### src/rtl/lpm_fifo_dc_pkg.sv
// Shared definitions for the dual-clock LPM FIFO pointer stages: mode names,
// synchroniser depth limits and Gray/binary conversion helpers.
package lpm_fifo_dc_pkg;

   localparam string LPM_FIFO_DC_MODE_READ  = "READ";
   localparam string LPM_FIFO_DC_MODE_WRITE = "WRITE";

   localparam int LPM_FIFO_DC_SYNC_MIN = 2;
   localparam int LPM_FIFO_DC_SYNC_MAX = 4;

   // Helpers work on a 32-bit container; callers zero-extend their pointer and
   // size-cast the result back, which is exact for any width up to 32.
   localparam int LPM_FIFO_DC_FN_W = 32;

   function automatic logic [LPM_FIFO_DC_FN_W-1:0] bin2gray(
      input logic [LPM_FIFO_DC_FN_W-1:0] i_bin
   );
      return i_bin ^ (i_bin >> 1);
   endfunction

   function automatic logic [LPM_FIFO_DC_FN_W-1:0] gray2bin(
      input logic [LPM_FIFO_DC_FN_W-1:0] i_gray
   );
      logic [LPM_FIFO_DC_FN_W-1:0] w_bin;
      w_bin[LPM_FIFO_DC_FN_W-1] = i_gray[LPM_FIFO_DC_FN_W-1];
      for (int i = LPM_FIFO_DC_FN_W - 2; i >= 0; i--) begin
         w_bin[i] = w_bin[i+1] ^ i_gray[i];
      end
      return w_bin;
   endfunction

endpackage

### src/rtl/lpm_fifo_dc_sync_pipe.sv
// Width/depth-parameterised flop chain with asynchronous clear, used to bring
// the remote Gray pointer into the local clock domain.
module lpm_fifo_dc_sync_pipe
   import lpm_fifo_dc_pkg::*;
#(
   parameter int WIDTH = 2,
   parameter int DEPTH = LPM_FIFO_DC_SYNC_MIN
) (
   input  logic             clock,
   input  logic             aclr,
   input  logic [WIDTH-1:0] i_d,
   output logic [WIDTH-1:0] o_q
);

   logic [WIDTH-1:0] r_stage [DEPTH];

   always_ff @(posedge clock or posedge aclr) begin
      if (aclr) begin
         for (int i = 0; i < DEPTH; i++) begin
            r_stage[i] <= '0;
         end
      end else begin
         r_stage[0] <= i_d;
         for (int i = 1; i < DEPTH; i++) begin
            r_stage[i] <= r_stage[i-1];
         end
      end
   end

   assign o_q = r_stage[DEPTH-1];

endmodule

### src/rtl/lpm_fifo_dc_usedw_sync.sv
// Per-domain pointer and used-words stage of the dual-clock LPM FIFO.
// Optional simulation checker: define LPM_FIFO_DC_GRAY_CHECK_EN.
module lpm_fifo_dc_usedw_sync
   import lpm_fifo_dc_pkg::*;
#(
   parameter int    lpm_widthad = 1,
   parameter string lpm_mode    = "READ",
   parameter int    sync_stages = 2
) (
   input  logic                   clock,
   input  logic                   aclr,
   input  logic                   inc,
   input  logic [lpm_widthad:0]   remote_ptr_gray,
   output logic [lpm_widthad:0]   local_ptr_gray,
   output logic [lpm_widthad:0]   local_ptr_bin,
   output logic [lpm_widthad-1:0] usedw
);

   localparam int PW       = lpm_widthad + 1;
   localparam bit IS_WRITE = (lpm_mode == LPM_FIFO_DC_MODE_WRITE);
   localparam bit IS_READ  = (lpm_mode == LPM_FIFO_DC_MODE_READ);
   localparam bit PARAM_OK = (IS_READ || IS_WRITE) &&
                             (sync_stages >= LPM_FIFO_DC_SYNC_MIN) &&
                             (sync_stages <= LPM_FIFO_DC_SYNC_MAX);
   // Keeps the pipe elaboratable even when the parameter check fires.
   localparam int SYNC_N   = (sync_stages < LPM_FIFO_DC_SYNC_MIN) ? LPM_FIFO_DC_SYNC_MIN :
                             (sync_stages > LPM_FIFO_DC_SYNC_MAX) ? LPM_FIFO_DC_SYNC_MAX :
                             sync_stages;

   logic [PW-1:0]          r_local_bin;
   logic [PW-1:0]          r_local_gray;
   logic [PW-1:0]          r_remote_bin;
   logic [lpm_widthad-1:0] r_usedw;

   logic [PW-1:0] w_next_bin;
   logic [PW-1:0] w_next_gray;
   logic [PW-1:0] w_remote_gray_sync;
   logic [PW-1:0] w_remote_bin;
   logic [PW-1:0] w_diff;

`ifndef SYNTHESIS
   generate
      if (!PARAM_OK) begin : g_param_err
         initial begin
            $display("Error! %m: illegal lpm_mode or sync_stages");
            $stop;
         end
      end
   endgenerate
`endif

   assign w_next_bin  = r_local_bin + PW'(1);
   assign w_next_gray = PW'(bin2gray(32'(w_next_bin)));

   always_ff @(posedge clock or posedge aclr) begin
      if (aclr) begin
         r_local_bin  <= '0;
         r_local_gray <= '0;
      end else if (inc) begin
         r_local_bin  <= w_next_bin;
         r_local_gray <= w_next_gray;
      end
   end

   lpm_fifo_dc_sync_pipe #(
      .WIDTH (PW),
      .DEPTH (SYNC_N)
   ) u_sync_pipe (
      .clock (clock),
      .aclr  (aclr),
      .i_d   (remote_ptr_gray),
      .o_q   (w_remote_gray_sync)
   );

   assign w_remote_bin = PW'(gray2bin(32'(w_remote_gray_sync)));

   // Full depth wraps to 0 after truncation; downstream flags never let it be reached.
   assign w_diff = IS_WRITE ? (r_local_bin - r_remote_bin) : (r_remote_bin - r_local_bin);

   always_ff @(posedge clock or posedge aclr) begin
      if (aclr) begin
         r_remote_bin <= '0;
         r_usedw      <= '0;
      end else begin
         r_remote_bin <= w_remote_bin;
         r_usedw      <= lpm_widthad'(w_diff);
      end
   end

   assign local_ptr_bin  = r_local_bin;
   assign local_ptr_gray = r_local_gray;
   assign usedw          = r_usedw;

`ifdef LPM_FIFO_DC_GRAY_CHECK_EN
   logic [PW-1:0]          r_chk_prev_gray;
   logic [lpm_widthad-1:0] r_chk_usedw;
   logic [PW-1:0]          r_chk_loc1;
   logic [PW-1:0]          r_chk_loc2;

   // usedw seen now came from the local pointer two samples back, so a READ-side
   // drop is only legal when that pointer moved relative to the one before it.
   always @(posedge clock or posedge aclr) begin
      if (aclr) begin
         r_chk_prev_gray <= '0;
         r_chk_usedw     <= '0;
         r_chk_loc1      <= '0;
         r_chk_loc2      <= '0;
      end else begin
         if ($countones(remote_ptr_gray ^ r_chk_prev_gray) > 1)
            $display("Error! Non-Gray remote pointer transition. time=%0t %m", $time);
         if (IS_READ && (usedw < r_chk_usedw) && (r_chk_loc1 == r_chk_loc2))
            $display("Error! READ usedw decreased without local inc. time=%0t %m", $time);
         r_chk_prev_gray <= remote_ptr_gray;
         r_chk_usedw     <= usedw;
         r_chk_loc1      <= local_ptr_bin;
         r_chk_loc2      <= r_chk_loc1;
      end
   end
`endif

endmodule
### config.mk
export PLATFORM = sky130hd
export DESIGN_NAME = lpm_fifo_dc_usedw_sync
export DESIGN_NICKNAME = d
export VERILOG_FILES = /design/src/rtl/lpm_fifo_dc_pkg.sv /design/src/rtl/lpm_fifo_dc_sync_pipe.sv /design/src/rtl/lpm_fifo_dc_usedw_sync.sv
export SDC_FILE = /design/constraint.sdc
export NUM_CORES = 1
export LEC_CHECK = 0
export CAP_MARGIN = 20
export CORE_AREA = 4 4 41 43
export CTS_BUF_LIST = sky130_fd_sc_hd__clkbuf_16
export DETAILED_ROUTE_END_ITERATION = 6
export DIE_AREA = 0 0 45 47
export REMOVE_ABC_BUFFERS = 1
export SYNTH_ARGS = -nofsm -noshare
export SYNTH_HDL_FRONTEND = slang
export SYNTH_SLANG_ARGS = --single-unit
export TNS_END_PERCENT = 1
### constraint.sdc
create_clock -name clock -period 0.89 [get_ports clock]
set_input_delay 0.178 -clock clock [delete_from_list [all_inputs] [get_ports clock]]
set_output_delay 0.178 -clock clock [all_outputs]
set_load 0.02 [all_outputs]
==> summary by stage, run 1 <==
Clock tree
The root buffer cell chosen for the clock tree is sky130_fd_sc_hd__clkbuf_16. The clock tree buffer depth is 2. TritonCTS built the clock tree. The later pin in the worst-skew pair is clocked with a latency of 0.23 ns. The number of clock sinks is 9. The H-tree depth is 1. Clock-pin slew was measured on the worst setup and hold paths at 0.04 ns.

TritonCTS created 3 clock buffers.

Setup path
The total number of cells along the worst setup path is 1. The depth of the worst register-to-register path is 2. The top fanout value on the critical path is 3. For the worst setup path, the data arrival time is 0.77 ns. The slowest stage of the critical path belongs to the cell sky130_fd_sc_hd__dfrtp_1. The critical path launch point type is a register.

The number of buffers and inverters on the critical path is 1. The longest individual stage delay on the worst path is 0.38 ns. The critical path goes through buf_2. STA classifies the critical path endpoint as an output port.

On the critical path the largest part of the delay comes from flip-flops. The required time of the critical path is 0.71 ns. The critical path start-end classification is register to output port.

STA
Between clock sinks in the finished design, the worst skew comes to 0.000681 ns. Counting I/O delays and the setup requirement, the final critical path takes 0.952 ns. The number of setup violations in the final report is 5. The summed negative setup slack over all endpoints is -0.222 ns. The tightest slew margin relative to the limit is 0.777.

The share of the clock period used by the worst path after layout is 1.07. Setup repair after global routing could not meet its margin everywhere. The hold violation count in the final report is 0.

Static timing analysis puts the maximum clock frequency at 1050 MHz. The final count of pins violating max slew is 0. For the pin with the worst max-slew slack, the measured transition is 0.334 ns. The final critical-path setup slack is -0.0621 ns.

Layout
The count of antenna diodes in the layout is 0. The finished layout cell area is 457 um2. The area growth from synthesis to layout is 59.4%. The non-filler instance count after layout is 47.

The fraction of final layout cells with drive strength greater than 1 is 0.344. The layout net count is 38.

Pwr
The share of total power in combinational logic is 0.268. For this design the ratio of total power to cell area is 3930 nW/um2. The worst vdd rail ir drop is 1050 uV. The leakage power is 0.217 nW. The clock network power share is 0.420. The total chip power is 0.00179 W.

The share of total power dissipated in sequential elements is 0.312. The switching part of the total power is 0.274. The switching component of the power is 0.000491 W.

The cell internal power dissipation is 0.00130 W.

Placed design
Input and output buffers added on the ports amount to 9. Once placement completed, the tool counted placed cells totaling 43. The last weighted congestion value of the routability-driven placer is 0.703. Timing analysis after detailed placement gives a worst setup slack of -0.245 ns. The placed wire-length estimate is 317 um. After detailed placement, the total cell area comes to 403 um2.

Detailed routing
The total routed wirelength is 478 um. The residual DRC count is 0. The routed wirelength normalized by instance count is 10.2 um. The violation count after the first detailed-route iteration is 1. The ratio of routed vias to standard cells is 3.64. The routed layout has 171 vias.

The pre-antenna-repair detailed-routing pass consisted of 3 iterations. The detail route stage leaves a number of antenna-violating nets equal to 0.

Synth
The library cell with the largest summed area after synthesis is sky130_fd_sc_hd__dfrtp_1. The commonest cells after synthesis are sky130_fd_sc_hd__dfrtp_1 (9), sky130_fd_sc_hd__xor2_1 (3). By area the synthesized netlist is led by sky130_fd_sc_hd__dfrtp_1 (79%), sky130_fd_sc_hd__xor2_1 (9.2%), sky130_fd_sc_hd__xnor2_1 (3.1%), sky130_fd_sc_hd__buf_4 (2.6%), sky130_fd_sc_hd__nand2_2 (2.2%).

The primary flip-flop cell chosen by synthesis mapping is sky130_fd_sc_hd__dfrtp_1. The number of warnings issued by yosys is 0. The number of different library cells used by synthesis comes to 8. The sequential share of the synthesized area is 0.786.

The gate count of the mapped netlist is 18. The number of flops mapped to enable cells by yosys is 0. The synthesized design contains 9 register bits. The mapped netlist covers 287 um2. The share of flip-flops with an asynchronous set or reset is 1.00. The most frequent cell after synthesis is sky130_fd_sc_hd__dfrtp_1. The area share of the largest cell type after synthesis is 0.786.

The average instance in the mapped netlist occupies 15.9 um2.

GRT
The maximum number of pins on one net before global-route repair is 10. For this run, the total global-route usage over all layers was measured as 0.0543. The total congestion overflow after global routing is 0. The number of global-route vias before repair is 190.

The initial antenna violation count is 0. The first-pass GRT wire length is 738 um.

Hold path
The worst hold-check path type is input pin to asynchronous set/reset pin.

Status
The run finished, with violations left. The checks that failed: setup timing.

Floorplan
During I/O placement, the number of pins put on the boundary was 10. The die covers 2120 um2. The number of placement rows is 13. In this run the horizontal extent of the chip is 45 um. The die is 47 um tall. After floorplanning, the core was sized to cover 1300 um2. The initial cell density of the core is 0.220.

Run
The count of maximum capacitance violations is 0.
power by group through the flow:
stage / logic [W] / clock network [W] / registers, W
after floorplan: 0.0000866 / 0 / 0.000736
after global placement: 0.000581 / 0 / 0.000559
after detailed placement: 0.000589 / 0 / 0.000566
after CTS: 0.000493 / 0.000774 / 0.000562
after global routing: 0.000518 / 0.000789 / 0.000570
final: 0.000480 / 0.000754 / 0.000559
per-stage QoR:
stage	hold WS, ns	utilization
after floorplan	0.00592	-
after global placement	0.338	0.310
after detailed placement	0.342	0.310
after CTS	0.218	0.351
after global routing	0.250	0.351
final	0.206	0.351
state kept, by name, indices dropped and copies added (netlist names):
signal	count
u_sync_pipe.o_q	2
local_ptr_gray	1
r_remote_bin	1
usedw	1
local_ptr_bin	2
u_sync_pipe.r_stage	2
area by class of cell:
class / count / area (um2)
clock buffer: 3 / 75.1
tap: 15 / 18.8
multi-input combinational: 7 / 50.0
sequential: 9 / 225
timing repair buffer: 11 / 80.1
inverter: 1 / 3.75
clock inverter: 1 / 3.75
fill: 137 / 845
final timing paths:
check	startpoint	endpoint	slack, ns
setup / recovery	local_ptr_bin[1]	local_ptr_bin[1]	-0.06
hold / removal	aclr	u_sync_pipe.r_stage[2]	0.21
setup reg to reg	local_ptr_bin[0]	usedw	0.12
hold reg to reg	u_sync_pipe.r_stage[2]	u_sync_pipe.o_q[0]	0.35
max in group asynchronous	aclr	local_ptr_bin[0]	0.44
min in group clock	u_sync_pipe.r_stage[2]	u_sync_pipe.o_q[0]	0.35
per-layer routing:
layer / GRT usage / share of wire
met3: 0.0383 / 0.16
met5: 0 / 0
met4: 0.0351 / 0
met1: 0.0493 / 0.33
met2: 0.0876 / 0.51
cells in the final DEF (no fill, tap or decap):
cell / n
sky130_fd_sc_hd__dfrtp_1: 9
sky130_fd_sc_hd__buf_2: 5
sky130_fd_sc_hd__clkdlybuf4s50_1: 4
sky130_fd_sc_hd__xor2_1: 3
sky130_fd_sc_hd__clkbuf_16: 3
sky130_fd_sc_hd__inv_1: 2
sky130_fd_sc_hd__buf_4: 2
sky130_fd_sc_hd__nor2_1: 1
sky130_fd_sc_hd__a21oi_1: 1
sky130_fd_sc_hd__nand2_2: 1
sky130_fd_sc_hd__xnor2_1: 1
what timing repair did:
action | in CTS | in global routing
pin swaps | 0 | 0
gates resized for setup | 20 | 0
endpoints found under the setup margin | 5 | 5
gates cloned | 0 | 0
hold buffers | 0 | 0
setup buffers | 0 | 0
logic make-up (layout without fill, tap and decap cells):
family                    Yosys count  after routing  synth area share
and+or+nand+nor                     2              2            0.0349
AOI/OAI and AO/OA                   1              1            0.0175
DFF                                 9              9             0.786
xor gates and xnor gates            4              4             0.122
buffers and inverters               2             16            0.0393
Note: power is estimated with default switching activity, not from simulation.
==> run 2, diff against run 1 <==
CAP_MARGIN = default   (was 20)
MAX_ROUTING_LAYER = met4   (was default)
RECOVER_POWER = 100   (was default)
==> summary by stage, run 2 (same netlist as run 1, synthesis figures left out) <==
Status
The flow ran to the end, but the final reports show violations. The checks that failed: setup timing.

Clock tree
The H-tree depth was 1 (unchanged). The number of buffers added to fix hold violations after cts is 0 (unchanged). The tree is rooted in a sky130_fd_sc_hd__clkbuf_16. The number of buffers created by CTS is 3 (unchanged). The clock tree buffer depth is 2 (unchanged). TritonCTS built the clock tree. The clock transition at the registers of the reported paths is 0.04 ns (about the same). The number of clock sinks was 9 (unchanged). The clock network latency to the later pin of the worst-skew pair is 0.23 ns (about the same).

Setup path
The top fanout value on the critical path was 3 (unchanged). Walking the worst path, the cells encountered are buf_2. The required time of the critical path came to 0.71 ns (about the same). The depth of the worst register-to-register path was 3 (+1).

The data arrival time of the critical path is 0.77 ns (about the same). The worst setup path is captured at an output port. Broken down by cell family, the worst path's largest delay share belongs to flip-flops. The number of buffers and inverters on the critical path is 1 (unchanged). The total number of cells along the worst setup path came to 1 (unchanged). The largest individual stage delay along the critical path comes from the cell sky130_fd_sc_hd__dfrtp_1. By startpoint and endpoint, the worst setup path is classified as register to output port. The worst setup path is launched from a register. The longest individual stage delay on the worst path was 0.38 ns (about the same).

Detailed routing
The via count is 171 (unchanged). The violation count after the first detailed-route iteration is 1 (unchanged). The residual antenna-violating net count after detailed routing is 0 (unchanged). The residual DRC count is 0 (unchanged). The routed wirelength normalized by instance count is 10.3 um (+1.0%). The total routed wirelength is 483 um (+1.0%). The ratio of routed vias to standard cells was 3.64 (unchanged). The first-pass iteration count of the detailed router is 3 (unchanged).

Floorplan
The boundary pin count came to 10 (unchanged). The initial cell density of the core came to 0.220 (unchanged). The width of the die is 45 um (unchanged). The placeable core region is 1300 um2 (unchanged). The overall die height is 47 um (unchanged).

The die footprint is 2120 um2 (unchanged). The number of placement rows is 13 (unchanged).

GRT
The maximum number of pins on one net before global-route repair came to 10 (unchanged). The number of global-route vias before repair is 190 (unchanged). The total congestion overflow after global routing was 0 (unchanged). The first-pass GRT wire length came to 738 um (unchanged). The initial antenna violation count was 0 (unchanged).

The global-route total usage across every layer came to 0.0561 (+0.00179).

Pwr
The power per standard cell area is 3910 nW/um2 (-0.41%). The switching component of the power came to 0.000491 W (+0.13%). The switching part of the total power is 0.278 (+0.00376). The worst vdd rail ir drop is 1050 uV (-0.55%).

The total chip power is 0.00177 W (-1.2%). The clock network power share is 0.426 (+0.006). The cell internal power dissipation was 0.00128 W (-1.7%).

The leakage power is 0.215 nW (-1.3%). The power share of the sequential group is 0.315 (+0.003). The share of total power in combinational logic was 0.259 (-0.009).

STA
The summed negative setup slack over all endpoints was -0.220 ns (+0.00288 ns). The achievable frequency was 1050 MHz (unchanged). The share of the clock period used by the worst path after layout is 1.07 (unchanged). The hold violation count in the final report came to 0 (unchanged). The time the final worst path needs with I/O delays and setup came to 0.952 ns (unchanged). The maximum clock skew at final layout is 0.000681 ns (unchanged).

The number of setup violations in the final report is 5 (unchanged). Setup repair after global routing could not meet its margin everywhere. The tightest slew margin relative to the limit is 0.778 (about the same). The final count of pins violating max slew is 0 (unchanged). The transition time of the tightest slew-check pin was 0.333 ns (-0.00111 ns).

The final critical-path setup slack is -0.0621 ns (unchanged).

Placed design
The placed wire-length estimate is 317 um (unchanged). The placement-stage worst setup slack is -0.245 ns (unchanged). The last weighted congestion value of the routability-driven placer is 0.711 (+1.1%). The instance count after placement with tap cells included is 43 (unchanged). The post-place instance area is 403 um2 (unchanged). The number of buffer cells added on primary ports is 9 (unchanged).

Layout
The finished layout cell area is 453 um2 (-0.82%). The layout overhead on the synthesized area is 58.1%. The commonest non-fill, non-tap cell in the layout is sky130_fd_sc_hd__dfrtp_1. The non-filler instance count after layout is 47 (unchanged). The count of filler cells inserted in the layout is 138 (+0.73%).

The fraction of final layout cells with drive strength greater than 1 is 0.313 (-0.0313). The count of antenna diodes in the layout is 0 (unchanged). The layout net count was 38 (unchanged). The top cell types in the final layout, fill and taps aside, are sky130_fd_sc_hd__dfrtp_1 (9), sky130_fd_sc_hd__buf_2 (5), sky130_fd_sc_hd__xor2_1 (3), sky130_fd_sc_hd__clkbuf_16 (3), sky130_fd_sc_hd__dlygate4sd3_1 (3).

Hold path
The worst hold-check path type is input pin to asynchronous set/reset pin.

Run
The count of maximum capacitance violations is 0 (unchanged).
-- run 2: cell count changes in the layout (fill, tap and decap cells not counted) --
cell	change
sky130_fd_sc_hd__clkdlybuf4s50_1	-3
sky130_fd_sc_hd__buf_4	-1
sky130_fd_sc_hd__dlygate4sd3_1	+3
sky130_fd_sc_hd__clkbuf_1	+1
-- run 2: worst paths after layout --
kind | from | to | slack (ns)
max | local_ptr_bin[1] | local_ptr_bin[1] | -0.06
max in group asynchronous | aclr | local_ptr_bin[0] | 0.30
min in group clock | u_sync_pipe.r_stage[2] | u_sync_pipe.o_q[0] | 0.35
min reg2reg | u_sync_pipe.r_stage[2] | u_sync_pipe.o_q[0] | 0.35
min | aclr | u_sync_pipe.r_stage[2] | 0.34
max reg2reg | local_ptr_bin[0] | local_ptr_bin[1] | 0.05
-- run 2: per-layer routing --
metal	track usage	share of wire	vias up
met4	0.0351	0	0
met1	0.0493	0.33	79
li1	-	-	82
met3	0.0383	0.16	0
met2	0.0876	0.50	10
met5	-	0	-
-- run 2: final cells by class --
| class | instances | area (um2) | share of cell area |
|---|---|---|---|
| sequential | 9 | 225 | 0.497 |
| timing repair buffer | 11 | 76.3 | 0.169 |
| multi-input combinational | 7 | 50.0 | 0.110 |
| clock inverter | 1 | 3.75 | 0.00829 |
| clock buffer | 3 | 75.1 | 0.166 |
| inverter | 1 | 3.75 | 0.00829 |
| tap | 15 | 18.8 | 0.0414 |
-- run 2: timing repair --
item | CTS | global route
resized for setup | 20 | 0
hold endpoints to repair | 0 | 0
buffers inserted | 0 | 0
endpoints found under the setup margin | 5 | 5
-- run 2: power groups by stage --
stage	combinational (W)	sequential (W)	clock, W
global placement	0.000581	0.000559	0
detailed placement	0.000589	0.000566	0
floorplan	0.0000866	0.000736	0
finish	0.000459	0.000558	0.000754
global route	0.000493	0.000569	0.000789
CTS	0.000493	0.000562	0.000774
-- run 2: stage by stage --
| step | util | hold slack (ns) |
|---|---|---|
| after floorplan | - | 0.00592 |
| after global placement | 0.310 | 0.338 |
| after detailed placement | 0.310 | 0.342 |
| after CTS | 0.351 | 0.218 |
| after global routing | 0.348 | 0.359 |
| final | 0.348 | 0.344 |
